[src/rtl/e15_core_param.sv]
// rtl/e15_core_param.sv - parametrised E15 core with program load, run/halt FSM and debug read
// Optional carry flag and jc/jnc are built when E15_CARRY_EN is defined.
module e15_core_param #(
  parameter int DATA_W = 4,
  parameter int RA_W   = 2,
  parameter int PC_W   = 4,
  localparam int IW    = 4 + 2*RA_W + DATA_W
) (
  input  logic              clk,
  input  logic              rst_n,
  input  logic              start,
  input  logic              progWe,
  input  logic [PC_W-1:0]   progAddr,
  input  logic [IW-1:0]     progData,
  output logic              running,
  output logic              halted,
  output logic [PC_W-1:0]   pcOut,
  output logic              zFlagOut,
  output logic              cFlagOut,
  input  logic [RA_W-1:0]   dbgSel,
  output logic [DATA_W-1:0] dbgVal
);

  localparam logic [3:0] OP_JMP  = 4'b0000;
  localparam logic [3:0] OP_HALT = 4'b0001;
  localparam logic [3:0] OP_JZ   = 4'b0010;
  localparam logic [3:0] OP_JNZ  = 4'b0011;
`ifdef E15_CARRY_EN
  localparam logic [3:0] OP_JC   = 4'b0100;
  localparam logic [3:0] OP_JNC  = 4'b0101;
`endif
  localparam logic [3:0] OP_MOV  = 4'b1000;
  localparam logic [3:0] OP_MOVI = 4'b1001;
  localparam logic [3:0] OP_ADD  = 4'b1010;
  localparam logic [3:0] OP_ADDI = 4'b1011;
  localparam logic [3:0] OP_SUB  = 4'b1100;
  localparam logic [3:0] OP_SUBI = 4'b1101;
  localparam logic [3:0] OP_CMP  = 4'b1110;
  localparam logic [3:0] OP_CMPI = 4'b1111;

  typedef enum logic [1:0] {sIdle, sRun, sHalt} stateT;

  stateT             state, stateNext;
  logic [PC_W-1:0]   pc, pcNext, pcInc, pcJmp, offset;
  logic              zFlag, cFlag;
  logic [DATA_W-1:0] regs [2**RA_W];
  logic [IW-1:0]     rom  [2**PC_W];

  logic [IW-1:0]     instr;
  logic [3:0]        opcode;
  logic [RA_W-1:0]   src, dst;
  logic [DATA_W-1:0] imm, op1, op2, opB, aluRes, regWData;
  logic              isSub, regWe, flagWe, clrFlags;

  assign instr  = rom[pc];
  assign opcode = instr[IW-1 -: 4];
  assign src    = instr[DATA_W+2*RA_W-1 -: RA_W];
  assign dst    = instr[DATA_W+RA_W-1 -: RA_W];
  assign imm    = instr[DATA_W-1:0];

  // Immediate forms (addi/subi/cmpi) all have opcode bit 0 set.
  assign op1   = opcode[0] ? imm : regs[src];
  assign op2   = regs[dst];
  assign isSub = (opcode[3:2] == 2'b11);
  assign opB   = isSub ? ~op1 : op1;

`ifdef E15_CARRY_EN
  logic aluCarry;
  assign {aluCarry, aluRes} = {1'b0, op2} + {1'b0, opB} + (DATA_W+1)'(isSub);
`else
  assign aluRes = op2 + opB + DATA_W'(isSub);
`endif

  // Short immediates are signed so backward branches work on narrow data.
  generate
    if (DATA_W < PC_W) begin : gSext
      assign offset = {{(PC_W-DATA_W){imm[DATA_W-1]}}, imm};
    end else begin : gTrunc
      assign offset = imm[PC_W-1:0];
    end
  endgenerate

  assign pcInc = pc + PC_W'(1);
  assign pcJmp = pc + offset;

  always_comb begin
    stateNext = state;
    pcNext    = pc;
    regWe     = 1'b0;
    regWData  = aluRes;
    flagWe    = 1'b0;
    clrFlags  = 1'b0;
    unique case (state)
      sIdle, sHalt: begin
        if (start) begin
          stateNext = sRun;
          pcNext    = '0;
          clrFlags  = 1'b1;
        end
      end
      sRun: begin
        pcNext = pcInc;
        case (opcode)
          OP_JMP:  pcNext = pcJmp;
          OP_HALT: begin
            pcNext    = pc;
            stateNext = sHalt;
          end
          OP_JZ:   if (zFlag)  pcNext = pcJmp;
          OP_JNZ:  if (!zFlag) pcNext = pcJmp;
`ifdef E15_CARRY_EN
          OP_JC:   if (cFlag)  pcNext = pcJmp;
          OP_JNC:  if (!cFlag) pcNext = pcJmp;
`endif
          OP_MOV: begin
            regWe    = 1'b1;
            regWData = regs[src];
          end
          OP_MOVI: begin
            regWe    = 1'b1;
            regWData = imm;
          end
          OP_ADD, OP_ADDI, OP_SUB, OP_SUBI: begin
            regWe  = 1'b1;
            flagWe = 1'b1;
          end
          OP_CMP, OP_CMPI: flagWe = 1'b1;
          default: ;
        endcase
      end
      default: stateNext = sIdle;
    endcase
  end

  always_ff @(posedge clk or negedge rst_n) begin
    if (!rst_n) begin
      state <= sIdle;
      pc    <= '0;
      zFlag <= 1'b0;
      for (int i = 0; i < 2**RA_W; i++) regs[i] <= '0;
    end else begin
      state <= stateNext;
      pc    <= pcNext;
      if (clrFlags)    zFlag <= 1'b0;
      else if (flagWe) zFlag <= (aluRes == '0);
      if (regWe) regs[dst] <= regWData;
    end
  end

`ifdef E15_CARRY_EN
  always_ff @(posedge clk or negedge rst_n) begin
    if (!rst_n)         cFlag <= 1'b0;
    else if (clrFlags)  cFlag <= 1'b0;
    else if (flagWe)    cFlag <= aluCarry;
  end
`else
  assign cFlag = 1'b0;
`endif

  // Program memory is deliberately left out of reset so a loaded image survives it.
  always_ff @(posedge clk) begin
    if (progWe && state != sRun) rom[progAddr] <= progData;
  end

  assign running  = (state == sRun);
  assign halted   = (state == sHalt);
  assign pcOut    = pc;
  assign zFlagOut = zFlag;
  assign cFlagOut = cFlag;
  assign dbgVal   = regs[dbgSel];

endmodule

[config.mk]
export PLATFORM = sky130hd
export DESIGN_NAME = e15_core_param
export DESIGN_NICKNAME = d
export VERILOG_FILES = /design/src/rtl/e15_core_param.sv
export SDC_FILE = /design/constraint.sdc
export NUM_CORES = 1
export LEC_CHECK = 0
export CAP_MARGIN = 10
export CORE_MARGIN = 4
export CORE_UTILIZATION = 24
export CTS_CLUSTER_DIAMETER = 30
export DETAILED_ROUTE_END_ITERATION = 8
export PLACE_DENSITY = 0.39
export SETUP_SLACK_MARGIN = 0.3
export SLEW_MARGIN = 20
export SYNTH_ARGS = -nofsm -noshare
export SYNTH_HDL_FRONTEND = slang
export SYNTH_SLANG_ARGS = --single-unit
[constraint.sdc]
create_clock -name clk -period 4.6 [get_ports clk]
set_clock_uncertainty 0.1 [all_clocks]
set_input_delay 0.69 -clock clk [delete_from_list [all_inputs] [get_ports clk]]
set_output_delay 0.69 -clock clk [all_outputs]
set_load 0.1 [all_outputs]
=== Word-level counts from Yosys, hierarchy flattened ===
Memory sizes are Yosys's and may differ from the RTL's.
Index checks and enable logic that the tools add are counted.

* Bits in registers: 23
* RAM bits: 192
* Output and inout bits: 12
* Memories: 1

* $add $sub $neg: 4
* Order comparisons: 4
* Eq/ne operators: 18
* Multiplexer cells: 34
* Bitwise gates (word level): 4
* Reduce and logical (&&, ||, !) cells: 12

{| class="wikitable"
|+ Memories
! memory !! depth !! bits a word !! rd ports !! clocked after memory_dff !! wr ports !! RTL line !! source
|-
| rom || 16 || 12 || 1 || 0 || 1 || 47 || <nowiki>logic [IW-1:0] rom [2**PC_W];</nowiki>
|}

{| class="wikitable"
|+ Operators by type and width
! kind !! number
|-
| 4-bit 2-to-1 mux || 13
|-
| 4-bit == test, second input constant || 8
|-
| 4-bit binary-select mux with 2-bit select || 3
|-
| 16-bit bitwise mux || 1
|-
| 4-bit case mux with 2 select lines || 2
|-
| 4-bit case mux with 4 select lines || 1
|-
| 6-bit OR reduction || 2
|-
| 1-bit 2-to-1 mux || 10
|-
| 3-bit >= comparator, second input constant || 3
|-
| 2-bit inverter with 3-bit output || 3
|-
| 4-bit adder || 2
|-
| 4-bit demux with 2-bit select || 1
|-
| 4-bit by 2-bit == test with 1-bit output, second input constant || 2
|-
| 4-bit zero test || 2
|-
| 4-bit by 1-bit adder with 4-bit output || 1
|-
| 4-bit by 1-bit adder with 4-bit output, second input constant || 1
|-
| 2-bit == test, second input constant || 2
|-
| 4-bit by 1-bit == test with 1-bit output, second input constant || 1
|-
| 2-bit 2-to-1 mux || 2
|-
| 2-bit by 1-bit != test with 1-bit output, second input constant || 2
|-
| 2-bit != test, second input constant || 2
|-
| 4-bit inverter || 1
|-
| 2-bit case mux with 2 select lines || 1
|-
| 2-bit nonzero test || 2
|-
| other kinds (7) || 8
|}

=== Depth between registers and ports, before layout ===
An unclocked memory read counts as a cell.

* Depth in word-level cells: 13
* Gate-level depth with buffers: 18
* Depth with buffers taken out: 15

=== Worst setup path before layout ===
Ideal clock, no wire load.

* Path type: register to register
* From: reg pc[0] (netlist: pcOut[0])
* To: reg regs[15] in the netlist's numbering
* Setup time: 0.120 ns
* Arrival: 4.380 ns
* Required time: 4.380 ns
* Setup slack: 0.001 ns
* Cell stages (with the launch flop): 19
* Path buffers: 5
* Clock period less this slack: 4.599 ns
* Cell sequence: dfrtp_1 -> buf_4 -> buf_6 -> buf_6 -> buf_4 -> buf_2 -> mux2i_1 -> a221oi_1 -> o21ai_0 -> nand3_1 -> o21ai_0 -> xnor2_1 -> ha_1 -> a21o_1 -> a31oi_1 -> mux2i_1 -> xnor2_1 -> o21bai_1 -> a31o_1

* Cells in the longest elaborated chain, start to end: 13

{| class="wikitable"
|+ RTL lines
! element !! RTL line !! source
|-
| from (decl) || 44 || <nowiki>logic [PC_W-1:0] pc, pcNext, pcInc, pcJmp, offset;</nowiki>
|-
| from (signal assigned) || 143 || <nowiki>pc <= pcNext;</nowiki>
|-
| memory read 16 x 12 bit (*) || n/a ||
|-
| 2-bit inverter with 3-bit output (implied by the code) || 62, 117 ||
|-
| 4-bit binary-select mux with 2-bit select || 62, 117 ||
|-
| 4-bit 2-to-1 mux (implied by the code) (2 in a row) || 62, 117 ||
|-
| 4-bit 2-to-1 mux || 62 || <nowiki>assign op1 = opcode[0] ? imm : regs[src];</nowiki>
|-
| 4-bit inverter || 65 || <nowiki>assign opB = isSub ? ~op1 : op1;</nowiki>
|-
| 4-bit 2-to-1 mux || 65 ||
|-
| 4-bit adder || 71 || <nowiki>assign aluRes = op2 + opB + DATA_W'(isSub);</nowiki>
|-
| 4-bit by 1-bit adder with 4-bit output || 71 ||
|-
| 4-bit case mux with 2 select lines || 103 || <nowiki>case (opcode)</nowiki>
|-
| 4-bit 2-to-1 mux || 93 || <nowiki>unique case (state)</nowiki>
|-
| 16-bit bitwise mux || 146 || <nowiki>if (regWe) regs[dst] <= regWData;</nowiki>
|-
| to (signal, indexed assignment) || 146 ||
|-
| to (decl) || 46 || <nowiki>logic [DATA_W-1:0] regs [2**RA_W];</nowiki>
|}

Every way passes the cells marked *; elsewhere a longest branch is shown, timed or not. The select of a mux whose other input is x is not followed.
A chain may end at the register's enable or synchronous reset.

=== Final worst setup path ===
Ends and elaborated chain as after synthesis.

==> impl_metrics.py <==
metrics = {
    "die": {
        "rows": 72,
        "die_area_um2": 42500,
        "io_pins": 34,
        "die_y_um": 206,
        "die_w_um": 206,
        "start_util": 0.243,
        "core_region_area_um2": 38700,
    },
    "grt": {
        "grt.overflow.total": 0,
        "grt_max_degree": 24,
        "grt_pass1_vias": 5807,
        "grt_pass1_wl_um": 37500,
        "grt_antenna_before_repair": 0,
        "grt.total_usage": 0.120,
    },
    "timing": {
        "rsz0062_at_grt": "no",
        "fin_crit_sh": 0.893,
        "finalHoldViolations": 0,
        "setup_viol": 0,
        "worst_slew_pin_slew_ns": 1.07,
        "setup_tns_ns": 0,
        "slew_viol_final": 0,
        "max_slew_margin": 0.283,
        "post-route-min-period_ns": 4.11,
        "fmax_mhz": 243,
    },
    "worst_setup_path": {
        "crit_type": "reg2reg",
        "worstPathMaxFanout": 19,
        "cp.required_ns": 4.93,
        "ff2ff_path_depth": 14,
        "start_kind": "flip-flop",
        "worstSetupEndpointType": "flip-flop",
        "arrival_ns": 4.44,
    },
    "finish": {
        "fill_cells": 3774,
        "fin_util": 0.328,
        "final_cell_mix": "192 x edfxtp_1, 56 x clkbuf_16, 45 x buf_4, 41 x mux2i_1, 39 x mux4_2",
        "layout_commonest_cell": "edfxtp_1",
        "n_antenna_cell": 0,
        "drive_gt1_frac": 0.329,
        "fin_nets": 695,
        "area_delta_synth_final_pct": 35.0,
    },
    "clocking": {
        "htreeDepth": 2,
        "clk_latency_ns": 0.58,
        "cts_buffers": 56,
        "hold_buffers": 0,
        "cts.sink_count": 215,
        "cts_tree": "built",
        "ctsRootBufferMaster": "clkbuf_16",
        "clk_pin_slew_ns": 0.04,
        "clockBufferDepth": 3,
    },
    "flow_run": {
        "maxCapViolations": 0,
    },
    "pwr": {
        "seqPwrFrac": 0.226,
        "switching_share": 0.352,
        "pwr-share-comb": 0.389,
        "p_clk_frac": 0.385,
        "p_per_area_nw_per_um2": 840,
        "p_sw_mw": 3.76,
        "power.internal_mw": 6.92,
        "p_leak_nw": 4.48,
        "irDropWorstVdd_uv": 692,
    },
    "logic_synthesis": {
        "synthCells": 553,
        "ys_seq_area_frac": 0.673,
        "synth-edff-count": 192,
        "ys.flop_type": "edfxtp_1",
        "async_reset_ff_frac": 0.107,
        "synth_cell_type_count": 60,
        "ys_ff_latch": 215,
        "syn_area_um2": 9420,
        "avgSynthCellArea_um2": 17.0,
        "yosysWarnings": 0,
        "synth_nets": 583,
    },
    "detailed_routing": {
        "drtAntennaViolNets": 0,
        "vias": 5426,
        "totalWireLength_um": 25100,
        "dr.pass1.iters": 4,
        "dr_wl_met3_um": 1260,
        "drc": 0,
        "routedWlPerCell_um": 20.4,
        "routed.top_layer": "met4",
        "viasPerCell": 4.41,
        "drt-initial-drc-count": 331,
        "met1Wirelength_um": 11700,
        "dr_wl_met2_um": 11700,
    },
    "placement": {
        "dp_hpwl_um": 16300,
        "io_buffer_count": 32,
        "gpl.final_weighted_congestion": 0.789,
    },
    "status": {
        "status": "complete, no violations",
    },
    "min_path": {
        "hold_class": "in2async",
    },
}
[cells by family after synthesis]
group / Yosys count / synth area share
flops: 215 / 0.673
mux: 102 / 0.164
simple gates: 101 / 0.0509
compound gates: 81 / 0.0646
buf+inv: 32 / 0.0222
xor+xnor: 13 / 0.0121
fa+ha+maj: 8 / 0.0122
other cells: 1 / 0.000398
[state kept, by name (all words and copies together), names as in the netlist]
signal / flops
zFlagOut: 1
pcOut: 4
rom: 192
regs: 16
state: 2
[power by group through the flow]
stage               sequential (mW)  clock (mW)  combinational (mW)
finish                         2.41        4.10                4.16
global route                   2.43        4.30                4.52
CTS                            2.47        4.18                3.99
detailed placement             2.50           0                3.93
global placement               2.50           0                3.88
floorplan                      2.49           0                2.91
[worst paths after layout]
| path | to | from | slack (ns) |
|---|---|---|---|
| max reg2reg | regs[15] | pcOut[0] | 0.49 |
| min reg2reg | regs[14] | regs[14] | 0.46 |
| max in group asynchronous | pcOut[0] | rst_n | 3.70 |
| min | regs[9] | rst_n | 0.41 |
| min in group clk | regs[14] | regs[14] | 0.46 |
| max | regs[15] | pcOut[0] | 0.49 |
[critical path: stages, from the launching register on]
cell,delay [ns]
dfrtp_4,0.46
buf_12,0.16
buf_4,0.33
mux4_2,0.59
a22oi_1,0.39
nand3_1,0.18
o21ai_2,0.12
xnor2_1,0.09
ha_1,0.35
a21o_1,0.21
a31oi_1,0.16
mux2i_1,0.12
xnor2_1,0.29
o21bai_1,0.18
a31o_1,0.25
[through the flow]
stage / power [mW] / cells / hold WS [ns] / worst slack [ns] / instance area [um2]
6_report: 10.7 / 1230 / 0.406 / 0.492 / 12700
3_3_place_gp: 6.37 / 1115 / 0.453 / 0.117 / 10500
5_1_grt: 11.3 / 1230 / 0.424 / 0.300 / 12700
4_1_cts: 10.6 / 1220 / 0.396 / 0.295 / 12600
2_1_floorplan: 5.40 / 553 / 0.294 / 0.301 / 9420
3_5_place_dp: 6.43 / 1115 / 0.460 / 0.150 / 10500
[per-layer routing]
layer  track usage  vias up
met5             0        -
met4        0.0364        0
met3        0.0262       29
met2         0.188      129
met1         0.167     2810
li1              -     2458
[cell usage after synthesis (5+ instances only)]
| cell type | number | area, um2 |
|---|---|---|
| inv_1 | 9 | 33.8 |
| dfrtp_1 | 23 | 576 |
| buf_6 | 5 | 56.3 |
| nand2b_1 | 6 | 37.5 |
| o21ai_0 | 16 | 80.1 |
| buf_2 | 7 | 35.0 |
| nor3_1 | 6 | 30.0 |
| a221oi_1 | 10 | 87.6 |
| mux2_2 | 16 | 180 |
| nand2_1 | 34 | 128 |
| edfxtp_1 | 192 | 5770 |
| a22oi_1 | 5 | 37.5 |
| ha_1 | 6 | 75.1 |
| mux2i_1 | 45 | 450 |
| a21oi_1 | 12 | 60.1 |
| nor2b_1 | 10 | 62.6 |
| nand3_1 | 6 | 30.0 |
| xnor2_1 | 9 | 78.8 |
| mux4_2 | 39 | 878 |
| nor2_1 | 27 | 101 |
[cell type report]
| cell class | instances | area (um2) | share of cell area |
|---|---|---|---|
| Clock buffer | 61 | 1450 | 0.114 |
| Timing Repair Buffer | 76 | 669 | 0.0527 |
| Clock inverter | 44 | 594 | 0.0468 |
| Inverter | 10 | 37.5 | 0.00295 |
| Tap cell | 518 | 648 | 0.0510 |
| Multi-Input combinational cell | 306 | 2960 | 0.233 |
| Sequential cell | 215 | 6350 | 0.500 |
[timing repair]
action,in CTS,in global routing
gates resized for setup,6,15
buffers inserted,0,10
pin swaps,0,1
setup endpoints to repair,9,13
No activity file was read; power rests on OpenSTA's default activity.
